[config.mk]
export PLATFORM = sky130hd
export DESIGN_NAME = ttt_game_ctrl_flat
export DESIGN_NICKNAME = d
export VERILOG_FILES = /design/src/rtl/ttt_game_ctrl_if.sv /design/src/rtl/ttt_game_ctrl.sv /design/src/flat_wrapper.sv
export SDC_FILE = /design/constraint.sdc
export NUM_CORES = 1
export LEC_CHECK = 0
export ABC_AREA = 1
export BUFFER_PORTS_ARGS = -buffer_cell sky130_fd_sc_hd__buf_4
export CAP_MARGIN = 20
export CORE_MARGIN = 2
export CORE_UTILIZATION = 35
export CTS_CLUSTER_DIAMETER = 30
export DETAILED_ROUTE_END_ITERATION = 10
export PLACE_DENSITY = 0.62
export SYNTH_ARGS = -nofsm -noshare
export SYNTH_HDL_FRONTEND = slang
export SYNTH_SLANG_ARGS = --single-unit
[constraint.sdc]
create_clock -name clk -period 3.1 [get_ports clk]
set_input_delay 0.93 -clock clk [delete_from_list [all_inputs] [get_ports clk]]
set_output_delay 0.93 -clock clk [all_outputs]
set_load 0.01 [all_outputs]
[src/rtl/ttt_game_ctrl_if.sv]
// Game-controller signal bundle: human/AI move inputs and board/status outputs.
interface ttt_game_ctrl_if;
  logic       new_game;
  logic       human_valid;
  logic [8:0] human_move;
  logic [8:0] ai_move;
  logic [8:0] x_state;
  logic [8:0] o_state;
  logic       human_turn;
  logic       game_over;
  logic [1:0] result;
  logic       illegal_move;
  logic       ai_fault;
  logic [3:0] move_count;

  modport slave (
    input  new_game, human_valid, human_move, ai_move,
    output x_state, o_state, human_turn, game_over, result, illegal_move, ai_fault, move_count
  );

  modport master (
    output new_game, human_valid, human_move, ai_move,
    input  x_state, o_state, human_turn, game_over, result, illegal_move, ai_fault, move_count
  );
endinterface

[src/rtl/ttt_game_ctrl.sv]
// Tic-tac-toe turn sequencer: validates human (O) and AI (X) moves, detects win/draw.
module ttt_game_ctrl #(
  parameter bit          AI_FIRST = 1'b0,
  parameter int unsigned AI_DELAY = 2
) (
  input  logic            clk,
  input  logic            rst_n,
  ttt_game_ctrl_if.slave  bus
);

  localparam int unsigned SQ_W  = 9;
  localparam int unsigned CNT_W = 4;
  localparam int unsigned DLY_W = 4;
  localparam logic [DLY_W-1:0] DLY_LOAD = DLY_W'(AI_DELAY - 1);

  typedef enum logic [1:0] {HUMAN, AI_WAIT, CHECK, DONE} state_e;

  localparam state_e START = AI_FIRST ? AI_WAIT : HUMAN;

  state_e            state_q, state_d;
  logic [SQ_W-1:0]   x_q, x_d, o_q, o_d;
  logic [CNT_W-1:0]  cnt_q, cnt_d;
  logic [1:0]        res_q, res_d;
  logic [DLY_W-1:0]  dly_q, dly_d;
  logic              ill_q, ill_d;
  logic              fault_q, fault_d;
  logic              last_x_q, last_x_d;
  logic              human_turn_q, human_turn_d;
  logic              game_over_q, game_over_d;

  // One-hot and targets an empty square.
  function automatic logic is_legal(input logic [SQ_W-1:0] m, input logic [SQ_W-1:0] occ);
    return (m != '0) && ((m & (m - SQ_W'(1))) == '0) && ((m & occ) == '0);
  endfunction

  function automatic logic has_line(input logic [SQ_W-1:0] b);
    return (b[0] & b[1] & b[2]) | (b[3] & b[4] & b[5]) | (b[6] & b[7] & b[8]) |
           (b[0] & b[3] & b[6]) | (b[1] & b[4] & b[7]) | (b[2] & b[5] & b[8]) |
           (b[0] & b[4] & b[8]) | (b[2] & b[4] & b[6]);
  endfunction

  always_comb begin
    state_d  = state_q;
    x_d      = x_q;
    o_d      = o_q;
    cnt_d    = cnt_q;
    res_d    = res_q;
    dly_d    = dly_q;
    ill_d    = 1'b0;
    fault_d  = fault_q;
    last_x_d = last_x_q;

    if (bus.new_game) begin
      state_d  = START;
      x_d      = '0;
      o_d      = '0;
      cnt_d    = '0;
      res_d    = 2'b00;
      dly_d    = DLY_LOAD;
      fault_d  = 1'b0;
      last_x_d = 1'b0;
    end else begin
      case (state_q)
        HUMAN: begin
          if (bus.human_valid) begin
            if (is_legal(bus.human_move, x_q | o_q)) begin
              o_d      = o_q | bus.human_move;
              cnt_d    = cnt_q + CNT_W'(1);
              last_x_d = 1'b0;
              state_d  = CHECK;
            end else begin
              ill_d = 1'b1;
            end
          end
        end
        AI_WAIT: begin
          if (dly_q != '0) begin
            dly_d = dly_q - DLY_W'(1);
          end else if (is_legal(bus.ai_move, x_q | o_q)) begin
            x_d      = x_q | bus.ai_move;
            cnt_d    = cnt_q + CNT_W'(1);
            last_x_d = 1'b1;
            state_d  = CHECK;
          end else begin
            fault_d = 1'b1;
            res_d   = 2'b00;
            state_d = DONE;
          end
        end
        CHECK: begin
          // Only the player who just moved can have completed a line.
          if (last_x_q ? has_line(x_q) : has_line(o_q)) begin
            res_d   = last_x_q ? 2'b01 : 2'b10;
            state_d = DONE;
          end else if (cnt_q == CNT_W'(9)) begin
            res_d   = 2'b11;
            state_d = DONE;
          end else if (last_x_q) begin
            state_d = HUMAN;
          end else begin
            dly_d   = DLY_LOAD;
            state_d = AI_WAIT;
          end
        end
        DONE: begin
        end
        default: state_d = HUMAN;
      endcase
    end

    human_turn_d = (state_d == HUMAN);
    game_over_d  = (state_d == DONE);
  end

  always_ff @(posedge clk) begin
    if (!rst_n) begin
      state_q      <= START;
      x_q          <= '0;
      o_q          <= '0;
      cnt_q        <= '0;
      res_q        <= 2'b00;
      dly_q        <= DLY_LOAD;
      ill_q        <= 1'b0;
      fault_q      <= 1'b0;
      last_x_q     <= 1'b0;
      human_turn_q <= (AI_FIRST == 1'b0);
      game_over_q  <= 1'b0;
    end else begin
      state_q      <= state_d;
      x_q          <= x_d;
      o_q          <= o_d;
      cnt_q        <= cnt_d;
      res_q        <= res_d;
      dly_q        <= dly_d;
      ill_q        <= ill_d;
      fault_q      <= fault_d;
      last_x_q     <= last_x_d;
      human_turn_q <= human_turn_d;
      game_over_q  <= game_over_d;
    end
  end

  assign bus.x_state      = x_q;
  assign bus.o_state      = o_q;
  assign bus.move_count   = cnt_q;
  assign bus.result       = res_q;
  assign bus.illegal_move = ill_q;
  assign bus.ai_fault     = fault_q;
  assign bus.human_turn   = human_turn_q;
  assign bus.game_over    = game_over_q;

endmodule

[src/flat_wrapper.sv]
// flat-port wrapper written by rule: the top's interface ports become plain ports
module ttt_game_ctrl_flat 
#(
  parameter bit          AI_FIRST = 1'b0,
  parameter int unsigned AI_DELAY = 2
)
  (clk, rst_n, bus_new_game, bus_human_valid, bus_human_move, bus_ai_move, bus_x_state, bus_o_state, bus_human_turn, bus_game_over, bus_result, bus_illegal_move, bus_ai_fault, bus_move_count);
  ttt_game_ctrl_if bus_i ();
  input  logic clk;
  input  logic rst_n;
  input wire logic [$bits(bus_i.new_game)-1:0] bus_new_game;
  input wire logic [$bits(bus_i.human_valid)-1:0] bus_human_valid;
  input wire logic [$bits(bus_i.human_move)-1:0] bus_human_move;
  input wire logic [$bits(bus_i.ai_move)-1:0] bus_ai_move;
  output wire logic [$bits(bus_i.x_state)-1:0] bus_x_state;
  output wire logic [$bits(bus_i.o_state)-1:0] bus_o_state;
  output wire logic [$bits(bus_i.human_turn)-1:0] bus_human_turn;
  output wire logic [$bits(bus_i.game_over)-1:0] bus_game_over;
  output wire logic [$bits(bus_i.result)-1:0] bus_result;
  output wire logic [$bits(bus_i.illegal_move)-1:0] bus_illegal_move;
  output wire logic [$bits(bus_i.ai_fault)-1:0] bus_ai_fault;
  output wire logic [$bits(bus_i.move_count)-1:0] bus_move_count;
  assign bus_i.new_game = bus_new_game;
  assign bus_i.human_valid = bus_human_valid;
  assign bus_i.human_move = bus_human_move;
  assign bus_i.ai_move = bus_ai_move;
  assign bus_x_state = bus_i.x_state;
  assign bus_o_state = bus_i.o_state;
  assign bus_human_turn = bus_i.human_turn;
  assign bus_game_over = bus_i.game_over;
  assign bus_result = bus_i.result;
  assign bus_illegal_move = bus_i.illegal_move;
  assign bus_ai_fault = bus_i.ai_fault;
  assign bus_move_count = bus_i.move_count;
  ttt_game_ctrl #(.AI_FIRST(AI_FIRST), .AI_DELAY(AI_DELAY)) u_core (.clk(clk), .rst_n(rst_n), .bus(bus_i));
endmodule
==> results of run 1 <==
routing by layer:
| layer | GRT usage [%] | up-vias | part of all wire, % | routed length, microns |
|---|---|---|---|---|
| li1 | - | 1283 | - | - |
| met1 | 24.4 | 1136 | 47 | 3050 |
| met2 | 31.1 | 71 | 47 | 3060 |
| met3 | 3.83 | 6 | 5.0 | 326 |
| met4 | 5.57 | 0 | 1.2 | 75 |
| met5 | 0 | - | 0 | 0 |
cell usage in the layout, fill, tap and decap left out, drive strengths merged:
| cell type | Yosys | final |
|---|---|---|
| a21boi | 1 | 1 |
| a21oi | 29 | 29 |
| buf | 0 | 51 |
| bufinv | 0 | 1 |
| clkbuf | 2 | 5 |
| clkinv | 2 | 4 |
| dfxtp | 35 | 35 |
| ha | 8 | 8 |
| inv | 52 | 52 |
| nand2 | 107 | 107 |
| nand3 | 26 | 26 |
| nand3b | 3 | 3 |
| nand4 | 5 | 5 |
| nor2 | 55 | 55 |
| o211ai | 1 | 1 |
| o21a | 1 | 1 |
| o21ai | 33 | 33 |
| o21bai | 1 | 1 |
| o22ai | 2 | 2 |
| or2 | 1 | 1 |
| xnor2 | 1 | 1 |
| xor2 | 3 | 3 |
power by group:
part / switching (mW) / leakage [nW] / total (mW) / internal (mW)
logic: 0.0535 / 0.955 / 0.0911 / 0.0377
registers: 0.000394 / 0.282 / 0.450 / 0.450
clock network: 0.177 / 0.0581 / 0.417 / 0.239
registers in the layout (all words and copies together) (netlist names), 2 cells and up:
signal,cells
u_core.bus.x_state,9
u_core.dly_q,4
u_core.bus.move_count,4
u_core.state_q,2
u_core.bus.result,2
u_core.bus.o_state,9
logic make-up (layout without fill, tap and decap cells):
kind of cell | count (synthesis) | count (layout)
fa+ha+maj | 8 | 8
compound gates | 68 | 68
xor+xnor | 4 | 4
flops | 35 | 35
simple gates | 197 | 197
buf+inv | 56 | 113
critical path: stages:
cell and delay, ns:
buf_4 0.13, nor2_1 0.19, nand2_1 0.08, o21ai_1 0.18, nand2_1 0.09, nor2_2 0.11
nand3_2 0.13, a21oi_2 0.30, nand2_2 0.14, nand2_1 0.09, a21oi_1 0.06
how the worst max path moves through the flow:
stage,from,end,slack (ns),cells past startpoint
after floorplan,bus_human_move[3],u_core.bus.move_count[0],0.98,10
after global placement,bus_human_move[3],u_core.bus.move_count[3],0.58,11
after detailed placement,bus_human_move[3],u_core.bus.move_count[0],0.53,11
after CTS,bus_human_move[3],u_core.bus.move_count[0],0.83,11
after global routing,bus_human_move[3],u_core.bus.move_count[0],0.67,11
final,bus_human_move[3],u_core.bus.move_count[0],0.83,11
final cells by class:
class	count	area [sq um]	share of cell area (%)
well taps	77	96.3	3.40
multi-input cells	277	1340	47.2
clock buffers	5	68.8	2.43
clock inverters	3	43.8	1.55
repair buffers	51	383	13.5
flip-flops and latches	35	701	24.7
inverters	54	203	7.15
through the flow:
step	hold slack (ns)	setup WS (ns)
finish	0.456	0.830
global route	0.499	0.670
CTS	0.457	0.827
detailed placement	0.444	0.525
global placement	0.440	0.577
floorplan	0.462	0.981
==> run_results.csv, run 1 <==
group,metric,value,unit
synthesis,syn_area,0.00225,sq mm
global_routing,gr-total-overflow,0,
placed_design,io_buffers,49,
clock_tree,clock_sinks,35,
job,drv_cap,0,
pwr,vdd_drop_max,0.180,mV
setup_path,crit_required,3.27,ns
floorplan,num_io_pins,50,
final_layout,final_layout_size_suffix_gt1_share,18.8,%
clock_tree,cts.clk_slew.worst_paths,0.07,ns
hold_path,hold_path_depth,2,
clock_tree,cts_resized,0,
timing,worstMarginPinSlew,0.361,ns
synthesis,yosys_warnings,0,
timing,drv_slew,0,
final_layout,final_nets,454,
setup_path,worstSetupPathType,"in -> reg",
synthesis,synth_compound_area_share,16.0,%
timing,setup_tns,0,ns
synthesis,yosys.area_share.simple,37.5,%
floorplan,core_area,0.00628,sq mm
final_layout,post-route-cell-area,0.00283,sq mm
global_routing,grt.total_usage,18.7,%
floorplan,die_y,84.2,microns
detailed_routing,routed_wl,6510,microns
global_routing,grt_pass1_wl,10800,microns
synthesis,synthAdderAreaFrac,4.45,%
setup_path,ff2ff_path_depth,10,
synthesis,synth_edf_count,0,
synthesis,synth_top_family_by_area,"simple AND/OR/NAND/NOR gates",
synthesis,ys_seq_area_share,31.1,%
hold_path,holdPathEnd,"u_core.bus.ai_fault",
synthesis,ys_types,27,
timing,rsz0062_at_grt,"false",
placed_design,dpl_cell_area,0.00272,sq mm
timing,timing.fmax,441,MHz
final_layout,post-route-util,45.1,%
setup_path,cp_max_fo,6,
clock_tree,cts_hold_buf,0,
detailed_routing,drc_errors,0,
timing,fin_crit_sh,73.2,%
final_layout,n_antenna_cell,0,
clock_tree,clk_path_buf_depth,2,
floorplan,dieArea,0.00708,sq mm
timing,clock_skew,0.00656,ns
synthesis,synth-async-reset-ratio,0,%
global_routing,grt_pass1_vias,2323,
detailed_routing,wl_per_cell,13.0,microns
setup_path,endpoint_kind,"flop",
detailed_routing,vias_per_cell,4.97,
synthesis,ys.flop_type,"dfxtp_1",
synthesis,synth_xor_area_share,1.56,%
floorplan,start_util,35.8,%
global_routing,grt_max_degree,26,
synthesis,yosysTopAreaCell,"dfxtp_1",
clock_tree,cts-htree-levels,2,
synthesis,yosysMostFrequentCell,"nand2_1",
pwr,p_leak,1.29,nW
clock_tree,cts_post_setup_buffers_inserted,0,
clock_tree,cts_root_buf,"clkbuf_8",
clock_tree,worst_skew_pair.late_latency,0.29,ns
synthesis,ys_ff_latch,35,
detailed_routing,drt_first_pass_iters,5,
timing,slew_headroom,75.9,%
synthesis,synth_nets,398,
synthesis,netlist_top_cells_area,"dfxtp_1, nand2_1, nor2_1, inv_1, a21oi_1",
timing,hold_violations,0,
final_layout,fillers,692,
clock_tree,cts_tree,"done",
final_layout,fin_cells,502,
timing,fin_crit,2.27,ns
pwr,p_total,0.958,mW
pwr,p_per_area,338,mW/mm^2
synthesis,syn_area_per_cell,6.11,sq um
synthesis,syn-instance-count,368,
final_layout,syn_to_final_growth,26.0,%
placed_design,dp.cells,494,
hold_path,hold_path_class,"reg -> reg",
setup_path,crit-reg2reg-capture,"u_core.bus.move_count[0]",
status,outcome,"finished clean",
placed_design,place.gp.congestion,0.864,
placed_design,dpl.hpwl,5010,microns
clock_tree,cts_inserted_buffers,5,
detailed_routing,first_iter_violations,128,
synthesis,ys_top_cells_by_count,"nand2_1, nor2_1, inv_1, dfxtp_1, a21oi_1",
setup_path,startpoint_type,"primary input",
global_routing,antenna_found_initial,0,
detailed_routing,postRouteAntennaNets,0,
setup_path,r2r_start,"u_core.bus.x_state[6]",
hold_path,min_from,"u_core.bus.ai_fault",
synthesis,synthMuxAreaShare,0,%
detailed_routing,routed-via-count,2496,
setup_path,r2r_setup_slack,1.26,ns
floorplan,die_w,84.2,microns
timing,setup_violations,0,
setup_path,worstPathArrival,2.44,ns
synthesis,synth_top_area_share,31.1,%
floorplan,row_count,29,
(Power assumes the default switching activity.)
==> run 2, diff against run 1 <==
--- a/config.mk
+++ b/config.mk
@@ -5,14 +5,14 @@
 export SDC_FILE = /design/constraint.sdc
 export NUM_CORES = 1
 export LEC_CHECK = 0
-export ABC_AREA = 1
+export ABC_AREA = 0
 export BUFFER_PORTS_ARGS = -buffer_cell sky130_fd_sc_hd__buf_4
 export CAP_MARGIN = 20
 export CORE_MARGIN = 2
 export CORE_UTILIZATION = 35
 export CTS_CLUSTER_DIAMETER = 30
 export DETAILED_ROUTE_END_ITERATION = 10
-export PLACE_DENSITY = 0.62
+export PLACE_DENSITY = 0.63
 export SYNTH_ARGS = -nofsm -noshare
 export SYNTH_HDL_FRONTEND = slang
 export SYNTH_SLANG_ARGS = --single-unit
==> constraint.sdc (replaced) <==
create_clock -name clk -period 2.2 [get_ports clk]
set_input_delay 0.66 -clock clk [delete_from_list [all_inputs] [get_ports clk]]
set_output_delay 0.66 -clock clk [all_outputs]
set_load 0.01 [all_outputs]
==> run 2 against run 1 <==
The run now ends with negative setup slack left; clock-buffer cell count up 2; sequential cell count unchanged; sequential share of layout area down 2.0 points; clock skew up 0.0028 ns; area after synthesis down 12%; global-route usage up 1.2 points; sequential power up 41%; cell count down 20%; synthesized cell count down 35%; power up 30%; critical path type unchanged; critical endpoint is now u_core.bus.human_turn; largest power group unchanged.
==> run_results.csv, run 2 <==
group,metric,value,unit
synthesis,synth_edf_count,0,
timing,fin_crit_sh,116,%
timing,timing.fmax,392,MHz
detailed_routing,drt_first_pass_iters,4,
setup_path,cp_max_fo,9,
timing,setup_ws,-0.348,ns
detailed_routing,routed_wl,6280,microns
clock_tree,cts_tree,"done",
synthesis,yosys.area_share.simple,21.6,%
placed_design,dpl_cell_area,0.00268,sq mm
final_layout,post-route-cell-area,0.00309,sq mm
setup_path,r2r_setup_slack,0.03,ns
placed_design,place.gp.congestion,0.820,
setup_path,timing.critical_path.buf_inv,3,
setup_path,crit-reg2reg-capture,"u_core.bus.move_count[1]",
detailed_routing,routed-via-count,2239,
synthesis,ys.flop_type,"dfxtp_1",
floorplan,row_count,27,
synthesis,yosysTopAreaCell,"dfxtp_1",
detailed_routing,postRouteAntennaNets,0,
synthesis,ys_types,52,
synthesis,yosysMostFrequentCell,"dfxtp_1",
status,violations,"negative setup slack",
final_layout,syn_to_final_growth,56.1,%
hold_path,hold_path_depth,2,
timing,hold_violations,0,
timing,slew_headroom,50.5,%
global_routing,antenna_found_initial,0,
synthesis,syn_area_per_cell,8.31,sq um
setup_path,slowest_delay,0.58,ns
clock_tree,cts_root_buf,"clkbuf_8",
global_routing,gr-total-overflow,0,
pwr,p_leak,1.21,nW
status,outcome,"finished with violations",
placed_design,dp.cells,385,
floorplan,num_io_pins,50,
final_layout,layout_commonest_cell,"buf_4",
placed_design,post-place-ws,-0.698,ns
synthesis,syn-instance-count,238,
synthesis,synth_xor_area_share,0,%
synthesis,synth_nets,268,
detailed_routing,vias_per_cell,5.58,
synthesis,yosys_warnings,0,
clock_tree,clock_sinks,35,
setup_path,crit_chain,"buf_6 > or4_4 > or4_4 > and4_1 > a31oi_1 > buf_4 > buf_6 > o211a_1 > a311oi_2",
final_layout,final_layout_size_suffix_gt1_share,40.1,%
placed_design,io_buffers,49,
timing,drv_slew,0,
final_layout,n_antenna_cell,0,
clock_tree,cts-htree-levels,2,
setup_path,worstSetupPathType,"in -> reg",
pwr,vdd_drop_max,0.308,mV
setup_path,crit_required,2.37,ns
timing,worstMarginPinSlew,0.735,ns
synthesis,synth_top_family_by_area,"compound AO/OA/AOI/OAI gates",
timing,setup_tns,-4.79,ns
setup_path,r2r_start,"u_core.bus.x_state[7]",
setup_path,critical_path.top_delay_family,"simple AND/OR/NAND/NOR gates",
clock_tree,cts_inserted_buffers,5,
setup_path,endpoint_kind,"flop",
synthesis,synthMuxAreaShare,0,%
detailed_routing,wl_per_cell,15.7,microns
synthesis,syn_area,0.00198,sq mm
synthesis,synth-async-reset-ratio,0,%
setup_path,ff2ff_path_depth,8,
final_layout,final_nets,358,
synthesis,ys_ff_latch,35,
floorplan,dieArea,0.00627,sq mm
synthesis,ys_seq_area_share,35.4,%
job,drv_cap,0,
global_routing,grt.total_usage,19.8,%
global_routing,grt_max_degree,28,
final_layout,fin_cells,401,
floorplan,die_y,79.2,microns
hold_path,min_from,"u_core.bus.result[0]",
timing,fin_crit,2.55,ns
detailed_routing,drc_errors,0,
global_routing,grt_pass1_vias,2107,
placed_design,dpl.hpwl,4440,microns
synthesis,synth_top_area_share,35.4,%
timing,rsz0062_at_grt,"true",
clock_tree,clk_path_buf_depth,2,
synthesis,ys_top_cells_by_count,"dfxtp_1, nor2_1, a21oi_1, o21ai_0, o31ai_1",
timing,clock_skew,0.00940,ns
setup_path,startpoint_type,"primary input",
final_layout,final_cell_mix,"buf_4, dfxtp_1, nor2_1, o21ai_0, a21oi_1",
timing,setup_violations,29,
floorplan,start_util,36.1,%
hold_path,holdPathEnd,"u_core.bus.result[0]",
global_routing,grt_pass1_wl,9820,microns
floorplan,die_w,79.2,microns
hold_path,hold_path_class,"reg -> reg",
pwr,p_per_area,405,mW/mm^2
detailed_routing,first_iter_violations,106,
synthesis,synthAdderAreaFrac,5.06,%
setup_path,worstPathArrival,2.71,ns
clock_tree,worst_skew_pair.late_latency,0.29,ns
clock_tree,cts.clk_slew.worst_paths,0.07,ns
final_layout,fillers,528,
synthesis,netlist_top_cells_area,"dfxtp_1, nor2_1, a21oi_1, ha_1, o31ai_1",
synthesis,synth_compound_area_share,33.9,%
setup_path,cpMaxStageDelayCell,"or4_4",
floorplan,core_area,0.00547,sq mm
==> run 2: changes by cell type in the layout (fill, tap and decap cells not counted), moves of 10 or more <==
cell     delta
nand2_1    -94
inv_1      -35
buf_4      +31
o21ai_1    -22
nand3_1    -20
nor2_1     -18
a21oi_1    -15
o31ai_1    +10
==> run 2: worst max path at each step <==
stage                      startpoint                  endpoint  slack, ns  cells past startpoint
finish              bus_human_move[3]     u_core.bus.human_turn      -0.35                      9
global route        bus_human_move[3]  u_core.bus.move_count[0]      -0.40                      9
CTS                 bus_human_move[3]     u_core.bus.human_turn      -0.30                      9
detailed placement  bus_human_move[3]  u_core.bus.move_count[3]      -0.70                      8
global placement    bus_human_move[3]  u_core.bus.move_count[3]      -0.67                      8
floorplan           bus_human_move[3]           u_core.last_x_q      -0.43                      7
==> run 2: power breakdown <==
group | switching [mW] | leakage, nW | internal (mW) | total, mW
Sequential | 0.000562 | 0.282 | 0.634 | 0.635
Combinational | 0.0735 | 0.889 | 0.0801 | 0.154
Clock | 0.239 | 0.0422 | 0.222 | 0.462
==> run 2: cells by family after synthesis <==
group           after synthesis
flops                        35
buf+inv                      18
compound gates               97
simple gates                 80
fa+ha+maj                     8
==> run 2: routing by layer <==
layer / up-vias / global-route usage (%) / wire length, microns
met5: - / 0 / 0
met1: 1067 / 25.5 / 2880
met3: 10 / 4.20 / 322
met2: 73 / 32.4 / 2970
li1: 1089 / - / -
met4: 0 / 7.76 / 102
==> run 2: layout make-up <==
class	instances	area [sq um]	area share, %
inverter	9	33.8	1.09
clock buffer	7	76.3	2.47
sequential	35	701	22.7
timing repair buffer	92	751	24.3
multi-input combinational	185	1430	46.3
clock inverter	1	5.00	0.162
tap	72	90.1	2.92
==> run 2: repair_timing <==
item / 4_1_cts / 5_1_grt
hold buffers: 0 / 0
setup endpoints to repair: 29 / 29
gates cloned: 1 / 1
pin swaps: 10 / 27
resized for setup: 22 / 20
buffers inserted: 3 / 5
==> run 2: worst reg2reg max path: stages (launching register included) <==
cell and delay, ns:
dfxtp_1 0.32, o41a_1 0.43, o31ai_1 0.20, and4_1 0.25, a31oi_1 0.09, buf_4 0.19
buf_4 0.14, or3_1 0.36, a21oi_1 0.12
==> run 2: through the flow <==
| stage | total power, mW | util (%) | hold slack (ns) |
|---|---|---|---|
| final | 1.25 | 56.4 | 0.459 |
| after global routing | 1.30 | 56.4 | 0.511 |
| after CTS | 1.24 | 52.4 | 0.475 |
| after detailed placement | 0.777 | 48.9 | 0.465 |
| after global placement | 0.776 | 48.9 | 0.454 |
| after floorplan | 0.691 | - | 0.457 |
==> run 3, diff against run 2 <==
--- a/config.mk
+++ b/config.mk
@@ -9,10 +9,10 @@
 export BUFFER_PORTS_ARGS = -buffer_cell sky130_fd_sc_hd__buf_4
 export CAP_MARGIN = 20
 export CORE_MARGIN = 2
-export CORE_UTILIZATION = 35
+export CORE_UTILIZATION = 39
 export CTS_CLUSTER_DIAMETER = 30
 export DETAILED_ROUTE_END_ITERATION = 10
-export PLACE_DENSITY = 0.63
+export PLACE_DENSITY = 0.68
 export SYNTH_ARGS = -nofsm -noshare
 export SYNTH_HDL_FRONTEND = slang
 export SYNTH_SLANG_ARGS = --single-unit
==> run 3 against run 2 <==
Power is 1.2% lower; register-to-register slack worse by 0.04 ns; clock skew is 0.00068 ns higher; worst hold slack hardly changed; first-iteration DRC count is 31% higher; routed wire length is 1.1% lower; highest routed layer unchanged; the flow still finishes with violations (negative setup slack); global-route usage is 2.0 points higher; clock-buffer cell count stayed put.
==> run_results.csv, run 3 (same netlist as run 2, synthesis figures left out) <==
group,metric,value,unit
clock_tree,cts.clk_slew.worst_paths,0.07,ns
timing,timing.fmax,391,MHz
detailed_routing,routed_wl,6210,microns
timing,setup_ws,-0.355,ns
timing,rsz0062_at_grt,"true",
detailed_routing,drt_first_pass_iters,5,
setup_path,startpoint_type,"primary input",
placed_design,io_buffers,49,
setup_path,crit_required,2.37,ns
timing,fin_crit_sh,116,%
detailed_routing,wl_per_cell,15.7,microns
global_routing,grt_pass1_vias,2032,
final_layout,final_layout_size_suffix_gt1_share,40.1,%
detailed_routing,postRouteAntennaNets,0,
detailed_routing,drc_errors,0,
timing,drv_slew,0,
clock_tree,cts-htree-levels,2,
global_routing,grt.total_usage,21.8,%
pwr,power.switching,0.296,mW
final_layout,fillers,444,
timing,worstMarginPinSlew,0.558,ns
floorplan,die_y,75.2,microns
pwr,combPwrFrac,12.3,%
status,violations,"negative setup slack",
global_routing,grt_pass1_wl,9420,microns
setup_path,cp_max_fo,5,
placed_design,dpl.hpwl,4300,microns
pwr,vdd_drop_max,0.271,mV
global_routing,antenna_found_initial,0,
pwr,p_clk_share,36.3,%
timing,setup_violations,29,
placed_design,dpl_cell_area,0.00266,sq mm
setup_path,r2r_setup_slack,-0.01,ns
clock_tree,cts_inserted_buffers,5,
clock_tree,cts_hold_buf,0,
timing,hold_violations,0,
timing,clock_skew,0.0101,ns
pwr,p_per_area,414,mW/mm^2
hold_path,hold_path_class,"reg -> reg",
final_layout,final_cell_mix,"buf_4, dfxtp_1, nor2_1, o21ai_0, buf_6",
detailed_routing,vias_per_cell,5.65,
final_layout,post-route-cell-area,0.00299,sq mm
status,outcome,"finished with violations",
job,drv_cap,0,
floorplan,dieArea,0.00565,sq mm
pwr,p_sw_share,24.0,%
final_layout,final_nets,358,
floorplan,core_area,0.00482,sq mm
clock_tree,cts_root_buf,"clkbuf_8",
setup_path,worstPathArrival,2.73,ns
timing,slew_headroom,62.4,%
floorplan,row_count,25,
clock_tree,clk_path_buf_depth,2,
setup_path,worstSetupPathType,"in -> reg",
floorplan,start_util,41.0,%
final_layout,layout_commonest_cell,"buf_4",
final_layout,syn_to_final_growth,51.0,%
clock_tree,clock_sinks,35,
placed_design,place.gp.congestion,0.837,
final_layout,n_antenna_cell,0,
detailed_routing,routed-via-count,2238,
timing,fin_crit,2.56,ns
setup_path,endpoint_kind,"flop",
pwr,pwr-share-seq,51.4,%
clock_tree,cts_tree,"done",
timing,setup_tns,-4.98,ns
pwr,p_int,0.938,mW
global_routing,gr-total-overflow,0,
floorplan,die_w,75.2,microns
detailed_routing,first_iter_violations,139,
floorplan,num_io_pins,50,
clock_tree,worst_skew_pair.late_latency,0.29,ns
pwr,p_leak,1.21,nW
global_routing,grt_max_degree,28,
==> run 3: layer usage <==
layer | track usage, % | vias to the layer above | wire length [microns]
li1 | - | 1090 | -
met1 | 28.5 | 1050 | 2800
met2 | 35.4 | 85 | 2920
met5 | 0 | - | 0
met4 | 7.21 | 0 | 136
met3 | 5.35 | 13 | 347
==> run 3: cell type report <==
cell class | count | area (sq um) | area share [%]
clock inverters | 1 | 5.00 | 0.168
well taps | 67 | 83.8 | 2.81
inverters | 9 | 33.8 | 1.13
flip-flops and latches | 35 | 701 | 23.5
repair buffers | 92 | 739 | 24.8
multi-input cells | 185 | 1350 | 45.1
clock buffers | 7 | 76.3 | 2.56
==> run 3: path summary, 6_finish.rpt <==
path / to / start / depth (start not counted)
worst max-delay path: u_core.bus.human_turn / bus_human_move[0] / 9
worst min-delay path: u_core.bus.result[0] / u_core.bus.result[0] / 2
worst max register to register: u_core.bus.move_count[3] / u_core.bus.x_state[7] / 7
worst min register to register: u_core.bus.result[0] / u_core.bus.result[0] / 2
==> run 3: power groups by stage <==
stage          registers (mW)  clock network (mW)  logic [mW]
2_1_floorplan           0.650                   0      0.0415
3_3_place_gp            0.649                   0       0.127
3_5_place_dp            0.649                   0       0.129
4_1_cts                 0.635               0.461       0.140
5_1_grt                 0.634               0.489       0.161
6_report                0.635               0.449       0.151
==> run 3: worst max-delay path, stage by stage <==
cell and delay [ns]:
buf_6 0.09, or4_4 0.58, or4_4 0.54, and4_4 0.17, a31oi_4 0.22, buf_6 0.17, buf_6 0.10, o211a_1 0.14
a311oi_2 0.04
==> run 3: repair_timing <==
item | 4_1_cts | 5_1_grt
gates cloned | 2 | 1
buffers inserted | 4 | 4
setup endpoints to repair | 29 | 29
gates resized for setup | 25 | 25
pin swaps | 15 | 22
endpoints found under the hold margin | 0 | 0
==> run 3: stage by stage <==
step / cells / setup slack [ns] / power, mW / hold WS (ns) / utilization, %
floorplan: 238 / -0.430 / 0.691 / 0.457 / -
global placement: 380 / -0.663 / 0.776 / 0.436 / 55.2
detailed placement: 380 / -0.704 / 0.778 / 0.453 / 55.2
CTS: 394 / -0.318 / 1.24 / 0.464 / 59.7
global route: 396 / -0.395 / 1.28 / 0.479 / 62.0
finish: 396 / -0.355 / 1.23 / 0.459 / 62.0
